**config.mk**
```make
export PLATFORM = sky130hd
export DESIGN_NAME = uart_rx_sampler
export DESIGN_NICKNAME = d
export VERILOG_FILES = /design/src/rtl/uart_rx_sampler.sv
export SDC_FILE = /design/constraint.sdc
export NUM_CORES = 1
export LEC_CHECK = 0
export ABC_AREA = 1
export CAP_MARGIN = 20
export CORE_ASPECT_RATIO = 0.9
export CORE_MARGIN = 8
export CORE_UTILIZATION = 45
export DETAILED_ROUTE_END_ITERATION = 8
export HOLD_SLACK_MARGIN = 0.15
export PLACE_DENSITY = 0.74
export SYNTH_ARGS = -nofsm -noshare
export SYNTH_HDL_FRONTEND = slang
export SYNTH_SLANG_ARGS = --single-unit
```
**constraint.sdc**
```tcl
create_clock -name clk -period 2 [get_ports clk]
set_clock_uncertainty 0.05 [all_clocks]
set_input_delay 0.4 -clock clk [delete_from_list [all_inputs] [get_ports clk]]
set_output_delay 0.4 -clock clk [all_outputs]
set_load 0.05 [all_outputs]
```
**src/rtl/uart_rx_sampler.sv**
```systemverilog
// uart_rx_sampler: asynchronous serial receiver (8N1 by default, LSB first).
// Synchronises the rx pin, detects the start edge, takes a majority-of-3
// sample at each bit centre and presents the byte with a one-cycle pulse.
module uart_rx_sampler #(
    parameter int CLOCK_FREQ = 12000000,
    parameter int BAUD_RATE  = 115200,
    parameter int DATA_BITS  = 8
) (
    input  logic                 clk,
    input  logic                 rst,
    input  logic                 rx,
    output logic [DATA_BITS-1:0] rx_data,
    output logic                 rx_ready,
    output logic                 rx_frame_err,
    output logic                 rx_busy
);

    localparam int unsigned CLKS_PER_BIT = CLOCK_FREQ / BAUD_RATE;
    localparam int unsigned HALF_BIT     = CLKS_PER_BIT / 2;
    localparam int unsigned CNT_W        = $clog2(CLKS_PER_BIT);
    localparam int unsigned IDX_W        = $clog2(DATA_BITS);

    localparam logic [CNT_W-1:0] HALF_LAST = CNT_W'(HALF_BIT - 1);
    localparam logic [CNT_W-1:0] BIT_LAST  = CNT_W'(CLKS_PER_BIT - 1);
    localparam logic [IDX_W-1:0] IDX_LAST  = IDX_W'(DATA_BITS - 1);

    if (CLKS_PER_BIT < 8) begin : g_bad_rate
        $error("uart_rx_sampler: CLOCK_FREQ/BAUD_RATE must be at least 8");
    end
    if (DATA_BITS < 5 || DATA_BITS > 8) begin : g_bad_width
        $error("uart_rx_sampler: DATA_BITS must be in 5..8");
    end

    typedef enum logic [2:0] {
        S_IDLE,
        S_START,
        S_DATA,
        S_STOP,
        S_BREAK
    } state_t;

    state_t               state;
    logic [1:0]           sync;
    logic                 rx_s;
    logic [2:0]           hist;
    logic                 maj;
    logic [CNT_W-1:0]     cnt;
    logic [IDX_W-1:0]     idx;
    logic [DATA_BITS-1:0] shreg;
    logic                 armed;

    // Two-flop synchroniser for the asynchronous rx pin (idle high).
    always_ff @(posedge clk or posedge rst) begin
        if (rst) begin
            sync <= 2'b11;
        end else begin
            sync <= {sync[0], rx};
        end
    end

    always_comb rx_s = sync[1];

    // Three-sample history of the synchronised line for majority voting.
    always_ff @(posedge clk or posedge rst) begin
        if (rst) begin
            hist <= 3'b111;
        end else begin
            hist <= {hist[1:0], rx_s};
        end
    end

    // Majority of the last three synchronised samples.
    always_comb maj = (hist[0] & hist[1]) | (hist[0] & hist[2]) | (hist[1] & hist[2]);

    // Receive FSM: start qualification, data sampling, stop check, break wait.
    // armed blocks a line that is already low out of reset from being taken
    // as a start edge; it needs one high sample first.
    always_ff @(posedge clk or posedge rst) begin
        if (rst) begin
            state        <= S_IDLE;
            cnt          <= '0;
            idx          <= '0;
            shreg        <= '0;
            armed        <= 1'b0;
            rx_data      <= '0;
            rx_ready     <= 1'b0;
            rx_frame_err <= 1'b0;
            rx_busy      <= 1'b0;
        end else begin
            rx_ready     <= 1'b0;
            rx_frame_err <= 1'b0;
            if (rx_s) begin
                armed <= 1'b1;
            end
            case (state)
                S_IDLE: begin
                    rx_busy <= 1'b0;
                    cnt     <= '0;
                    if (armed && !rx_s) begin
                        state   <= S_START;
                        rx_busy <= 1'b1;
                    end
                end
                S_START: begin
                    if (cnt == HALF_LAST) begin
                        cnt <= '0;
                        if (maj) begin
                            state   <= S_IDLE;
                            rx_busy <= 1'b0;
                        end else begin
                            idx   <= '0;
                            state <= S_DATA;
                        end
                    end else begin
                        cnt <= cnt + 1'b1;
                    end
                end
                S_DATA: begin
                    if (cnt == BIT_LAST) begin
                        cnt   <= '0;
                        shreg <= {maj, shreg[DATA_BITS-1:1]};
                        if (idx == IDX_LAST) begin
                            state <= S_STOP;
                        end else begin
                            idx <= idx + 1'b1;
                        end
                    end else begin
                        cnt <= cnt + 1'b1;
                    end
                end
                S_STOP: begin
                    if (cnt == BIT_LAST) begin
                        cnt <= '0;
                        if (maj) begin
                            rx_data  <= shreg;
                            rx_ready <= 1'b1;
                            rx_busy  <= 1'b0;
                            state    <= S_IDLE;
                        end else begin
                            rx_frame_err <= 1'b1;
                            state        <= S_BREAK;
                        end
                    end else begin
                        cnt <= cnt + 1'b1;
                    end
                end
                S_BREAK: begin
                    if (rx_s) begin
                        rx_busy <= 1'b0;
                        state   <= S_IDLE;
                    end
                end
                default: begin
                    rx_busy <= 1'b0;
                    state   <= S_IDLE;
                end
            endcase
        end
    end

endmodule

```
Yosys cells after proc, flatten, opt, wreduce, memory -nomap -nowiden:

Cells that the tools add are included.
W data, S select, Z words.

* word-level logic and storage cells: 74
* input bits: 3
* register bits after elaboration: 38

* mux-type cells: 29
* $add $sub $neg: 2
* equal/unequal tests: 15
* bitwise operators: 6
* reduce and logical (&&, ||, !) cells: 11

Operators with widths (number)
* $mux W3: 11
* $pmux W7 S3: 1
* $ne A2 B2 Y1 const B: 8
* $pmux W3 S5: 1
* $mux W7: 2
* $mux W1: 11
* $add A7 B1 Y7 const B: 1
* $eq A7 B6 Y1 const B: 1
* $eq A7 B7 Y1 const B: 1
* $eq A3 B2 Y1 const B: 2
* $eq A3 B3 Y1 const B: 2
* $pmux W3 S2: 1
* $reduce_and A6 Y1: 1
* $pmux W1 S5: 1
* $reduce_and A5 Y1: 1
* $reduce_and A4 Y1: 1
* $add A3 B1 Y3 const B: 1
* $and A1 B1 Y1: 3
* $eq A3 B1 Y1 const B: 1
* $logic_not A3 Y1: 1
* $reduce_and A3 Y1: 1
* $reduce_bool A3 Y1: 1
* $mux W2: 1
* $or A1 B1 Y1: 2
* 6 further kinds: 6

Logic depth before layout (Yosys ltp):

Gate-level depths: netlist of the first run.

* word-level depth: 6
* mapped depth: 10
* depth with buffers taken out: 9

Worst setup path before layout of the first run:

OpenSTA, ideal clock, no wires.

* path kind: reg-to-reg
* from: register cnt[0]
* to: register rx_data[1]
* clock period less this slack: 1.453 ns
* path buffers: 1
* arrival time: 1.284 ns
* data required time: 1.831 ns
* stages on the path, launching flop included: 9
* library setup time: 0.119 ns
* setup slack: 0.547 ns
* cell sequence: dfrtp_1 > ha_1 > nand2_1 > nor2_4 > nand3_4 > nor2_8 > buf_12 > nand2_2 > o21a_1

* cells in the longest elaborated chain, start to end: 2

Ends and longest elaborated chain
* start, declared: line 47 `logic [CNT_W-1:0] cnt;`
* start signal, assigned: line 115 `cnt <= cnt + 1'b1;`
* start signal, assigned: line 128 `cnt <= cnt + 1'b1;`
* start signal, assigned: line 144 `cnt <= cnt + 1'b1;`
* $eq A7 B7 Y1: line 132 `if (cnt == BIT_LAST) begin`
* $reduce_and A3 Y1 (no source line)
* end signal, assigned: line 135 `rx_data <= shreg;`
* end, declared: line 12 `output logic [DATA_BITS-1:0] rx_data,`

No other way between the ends.
A chain may end at the register's enable or synchronous reset.

Final worst setup path of the first run:

* from: register rx_data[4]
* to: output port rx_data[4]

No word-level cell between the ends.

==> results.cfg, run 1 <==
[yosys]
seq_area_frac_synth_pct = 53.8
ys_warn_count = 0
synth_cells = 198
synthesis.nets = 204
synth_seq_cells = 38
syn-cell-area_mm2 = 0.00178
syn_avg_cell_area_um2 = 8.99
synthDistinctLibCells = 27

[detailed_routing]
wl_per_cell_um = 11.7
ant_nets = 0
route.detailed.drc = 0
via_count = 1287
drt_iter0_drc = 90
viasPerCell = 4.88
routed_wl_mm = 3.09
first_pass_iters = 4

[pwr]
power_density_mw_per_mm2 = 1030
irDropWorstVdd_mv = 0.353
p_leak_nw = 0.995

[layout]
layout-drive-gt1-share_pct = 14.7
layout_commonest_cell = nand2_1
final_cell_mix = nand2_1 (61), dfrtp_1 (33), inv_1 (20)
insertedDiodeCount = 0
fin_nets = 223
final-instance-count-excl-fill = 264
area_growth_pct = 15.5

[cts]
cts_root_buf = clkbuf_8
cts_max_path_buffers = 2
clkTransAtPathRegs_ps = 70
cts_resized = 0
post_cts_buffers = 0
htree_levels = 2
insertion_delay_ps = 290
clkSinkCount = 38
cts_buffers = 5
ctsHoldBuffers = 0
cts_tree = yes

[sta]
finalCritPeriodShare_pct = 94.9
period_needed_ps = 1900
slew_viol_final = 0
finalHoldViolations = 0
grt_setup_unrepaired = false
setup_violations = 0
slew_headroom_pct = 66.9
max_freq_mhz = 527
tns_ps = 0
worst_pin_slew_ps = 496
setup_ws_ps = 103

[critical_path]
path_cells = clkdlybuf4s50_1
crit_start = rx_data[4]$_DFFE_PP0P_
cp_num_buf_inv = 1
rrSetupSlack_ps = 410
cp_num_cells = 1
critPathMaxFanout = 2
critPathLaunchType = flop
crit_type = flop to output pin
cp-end-kind = output pin
max_stage_delay_ps = 800
reg2regPathDepth = 7
critPathCapture = rx_data[4]
timing.rr.start = cnt[0]$_DFFE_PP0P_
required_ps = 1550
rr_endpoint = rx_data[7]$_DFFE_PP0P_
worstPathArrival_ps = 1450
slowest_stage = clkdlybuf4s50_1
critical-path-top-delay-family = buffers and inverters

[grt]
grt_pass1_vias = 1277
overflow = 0
grt_max_degree = 39
grt_use_total_pct = 11.6
antenna_found_initial = 0
grt_pass1_wl_mm = 5.51

[floorplanning]
fp.dieH_um = 75.7
core_mm2 = 0.00376
fp-row-count = 21
die_w_um = 82.3
die-area_mm2 = 0.00622
start_util_pct = 47.4
ioPinCount = 14

[outcome]
status = finished, final reports clean

[place]
pre_cts_slack_ps = 405
io_buffers = 13
gp_congestion = 0.858
placed_cells = 256
dp.final_hpwl_mm = 2.28

[hold_path]
hold_class = flop to flop
min_path_cells = 0

[flow_run]
maxCapViolCount = 0
## where the power goes
part / leakage (nW) / internal (mW) / switching, mW
registers: 0.502 / 0.840 / 0.0651
logic: 0.442 / 0.192 / 0.387
clock network: 0.0514 / 0.372 / 0.265
total: 0.995 / 1.40 / 0.717
## worst min path at each step
| stage | startpoint | to | slack, ps |
|---|---|---|---|
| CTS | sync[0]$_DFF_PP1_ | sync[1]$_DFF_PP1_ | 310 |
| floorplan | sync[0]$_DFF_PP1_ | sync[1]$_DFF_PP1_ | 300 |
| finish | sync[0]$_DFF_PP1_ | sync[1]$_DFF_PP1_ | 310 |
| global placement | sync[0]$_DFF_PP1_ | sync[1]$_DFF_PP1_ | 300 |
| global route | sync[0]$_DFF_PP1_ | sync[1]$_DFF_PP1_ | 310 |
| detailed placement | sync[0]$_DFF_PP1_ | sync[1]$_DFF_PP1_ | 300 |
## through the flow
stage	hold WS [ps]	util, %	instance area (um^2)	power, mW
final	307	54.7	2060	2.12
after global routing	313	54.7	2060	2.26
after CTS	308	54.7	2060	2.14
after detailed placement	297	51.8	1950	1.49
after global placement	298	51.8	1950	1.49
after floorplan	295	-	1780	1.38
## per-layer routing
| metal | up-vias | GRT usage [%] | share of wire [%] |
|---|---|---|---|
| li1 | 669 | - | - |
| met1 | 595 | 15.6 | 52 |
| met2 | 19 | 16.2 | 42 |
| met3 | 4 | 2.48 | 4.5 |
| met4 | 0 | 7.59 | 1.7 |
| met5 | - | 0 | 0 |
## area by class of cell
type                    count  area (um^2)
clock inverters             2         37.5
flip-flops and latches     38          957
multi-input cells         132          692
inverters                  25         93.8
well taps                  46         57.6
fillers                   349         1700
repair buffers             15          145
clock buffers               6         72.6
## cell usage after synthesis
master | count | area (um^2)
inv_1 | 20 | 75.1
nor3_1 | 4 | 20.0
o21a_1 | 7 | 52.6
nor2_1 | 12 | 45.0
dfstp_2 | 5 | 131
dfrtp_1 | 33 | 826
nand3_1 | 12 | 60.1
nor2_8 | 1 | 20.0
nor2_4 | 5 | 56.3
a21o_2 | 1 | 8.76
buf_12 | 1 | 20.0
a21oi_1 | 7 | 35.0
buf_6 | 1 | 11.3
o21ai_1 | 8 | 40.0
a21oi_2 | 1 | 8.76
nand3b_1 | 1 | 7.51
ha_1 | 3 | 37.5
nand2_1 | 61 | 229
buf_2 | 1 | 5.00
xnor2_1 | 1 | 8.76
nand3_4 | 1 | 17.5
nand2_2 | 2 | 12.5
nand3_2 | 1 | 10.0
nor2_2 | 1 | 6.26
inv_2 | 5 | 18.8
nand4_1 | 1 | 6.26
o21ai_0 | 2 | 10.0
## registers in the layout, summed over array words and instances (netlist names)
name          cells
cnt               7
idx               3
hist              3
armed             1
state             3
shreg             8
rx_ready          1
rx_busy           1
rx_frame_err      1
rx_data           8
sync              2
## cells by family after synthesis
| family | after synthesis | share of synthesized area, % |
|---|---|---|
| compound gates | 26 | 8.72 |
| xor+xnor | 1 | 0.492 |
| fa+ha+maj | 3 | 2.11 |
| buf+inv | 28 | 7.31 |
| flops | 38 | 53.8 |
| simple gates | 102 | 27.6 |
Power figures use the tool's default switching activity.
==> run 2, diff against run 1 <==
==> constraint.sdc (replaced) <==
create_clock -name clk -period 2.2 [get_ports clk]
set_clock_uncertainty 0.05 [all_clocks]
set_input_delay 0.44 -clock clk [delete_from_list [all_inputs] [get_ports clk]]
set_output_delay 0.44 -clock clk [all_outputs]
set_load 0.05 [all_outputs]
==> results.cfg, run 2 (synthesized netlist as in run 1, its figures left out) <==
[pwr]
switchingPower_mw = 0.676
internal_power_mw = 1.27
power_frac_comb_pct = 27.5
irDropWorstVdd_mv = 0.432
power_density_mw_per_mm2 = 950
switching_share_pct = 34.6
p_leak_nw = 0.990
clkPwrFrac_pct = 30.1
p_seq_share_pct = 42.3

[floorplanning]
die_w_um = 82.3
fp.dieH_um = 75.7
start_util_pct = 47.4
die-area_mm2 = 0.00622
ioPinCount = 14
fp-row-count = 21
core_mm2 = 0.00376

[grt]
grt_use_total_pct = 11.4
antenna_found_initial = 0
grt_pass1_wl_mm = 5.46
grt_pass1_vias = 1189
grt_max_degree = 39
overflow = 0

[sta]
grt_setup_unrepaired = false
tns_ps = 0
finalCritPeriodShare_pct = 87.9
worst_pin_slew_ps = 503
slew_viol_final = 0
setup_ws_ps = 265
finalHoldViolations = 0
period_needed_ps = 1930
setup_violations = 0
slew_headroom_pct = 66.3
max_freq_mhz = 517

[cts]
cts_resized = 0
clkTransAtPathRegs_ps = 80
cts_root_buf = clkbuf_8
htree_levels = 2
cts_max_path_buffers = 2
ctsHoldBuffers = 0
clkSinkCount = 38
cts_tree = yes
insertion_delay_ps = 290
post_cts_buffers = 0
cts_buffers = 5

[place]
gp_congestion = 0.799
dp.final_hpwl_mm = 2.22
io_buffers = 13
pre_cts_slack_ps = 511

[critical_path]
cp_num_buf_inv = 1
crit_type = flop to output pin
critical-path-top-delay-family = buffers and inverters
cp-end-kind = output pin
path_cells = clkdlybuf4s50_1
worstPathArrival_ps = 1440
max_stage_delay_ps = 800
critPathMaxFanout = 2
required_ps = 1710
slowest_stage = clkdlybuf4s50_1
critPathLaunchType = flop

[layout]
layout_commonest_cell = nand2_1
top_regs = rx_data (8), shreg (8), cnt (7)
final_util_pct = 54.6
insertedDiodeCount = 0
layout-drive-gt1-share_pct = 14.7
area_growth_pct = 15.3
fin_nets = 222
n_fill_cell = 328
final_cell_mix = nand2_1 (61), dfrtp_1 (33), inv_1 (20)

[detailed_routing]
first_pass_iters = 4
via_count = 1309
viasPerCell = 4.98
routed_wl_mm = 3.10
route.detailed.drc = 0
drt_iter0_drc = 157
ant_nets = 0
wl_per_cell_um = 11.8

[flow_run]
maxCapViolCount = 0

[outcome]
status = finished, final reports clean

[hold_path]
hold_class = flop to flop
## run 2: changes by cell type in the layout (fill, tap and decap cells not counted)
| cell | previous run | this run |
|---|---|---|
| clkinvlp_4 | 1 | 2 |
| buf_4 | 2 | 1 |
| clkbuf_1 | 1 | 0 |
## run 2: per-layer routing
metal	global-route usage, %	up-vias	routed length, um
met3	2.71	8	160
li1	-	666	-
met4	6.42	0	71
met5	0	-	0
met1	15.6	610	1590
met2	16.2	25	1270
## run 2: power groups by stage
stage          clock network [mW]  logic (mW)  registers, mW
5_1_grt                     0.625       0.616          0.836
6_report                    0.587       0.537          0.826
3_5_place_dp                    0       0.529          0.838
3_3_place_gp                    0       0.522          0.834
4_1_cts                     0.600       0.534          0.825
2_1_floorplan                   0       0.409          0.846
## run 2: worst register-to-register path, delay by kind of cell, from the launching register on
kind          cells  cell delay [ps]
simple gates      6             1000
flops             1              390
fa+ha+maj         1              200
## run 2: final timing paths
check / from / endpoint / slack (ps) / cells past startpoint
min in group asynchronous: rst / shreg[5]$_DFFE_PP0P_ / 500 / 3
min: sync[0]$_DFF_PP1_ / sync[1]$_DFF_PP1_ / 300 / 0
max: rx_data[3]$_DFFE_PP0P_ / rx_data[3] / 270 / 1
max reg2reg: cnt[0]$_DFFE_PP0P_ / idx[1]$_DFFE_PP0P_ / 510 / 7
min reg2reg: sync[0]$_DFF_PP1_ / sync[1]$_DFF_PP1_ / 300 / 0
max in group asynchronous: rst / hist[2]$_DFF_PP1_ / 1240 / 3
## run 2: cell type report
| type | instances | area (um^2) | area share (%) |
|---|---|---|---|
| Multi-Input combinational cell | 132 | 692 | 33.7 |
| Inverter | 25 | 93.8 | 4.57 |
| Tap cell | 46 | 57.6 | 2.80 |
| Timing Repair Buffer | 14 | 138 | 6.71 |
| Clock inverter | 3 | 45.0 | 2.20 |
| Clock buffer | 5 | 68.8 | 3.35 |
| Sequential cell | 38 | 957 | 46.6 |
## run 2: stage by stage
step	total power, mW	instance area (um^2)	std cells	hold slack, ps
2_1_floorplan	1.25	1780	198	295
3_3_place_gp	1.36	1940	255	297
3_5_place_dp	1.37	1940	255	297
4_1_cts	1.96	2050	263	303
5_1_grt	2.08	2050	263	306
6_report	1.95	2050	263	302
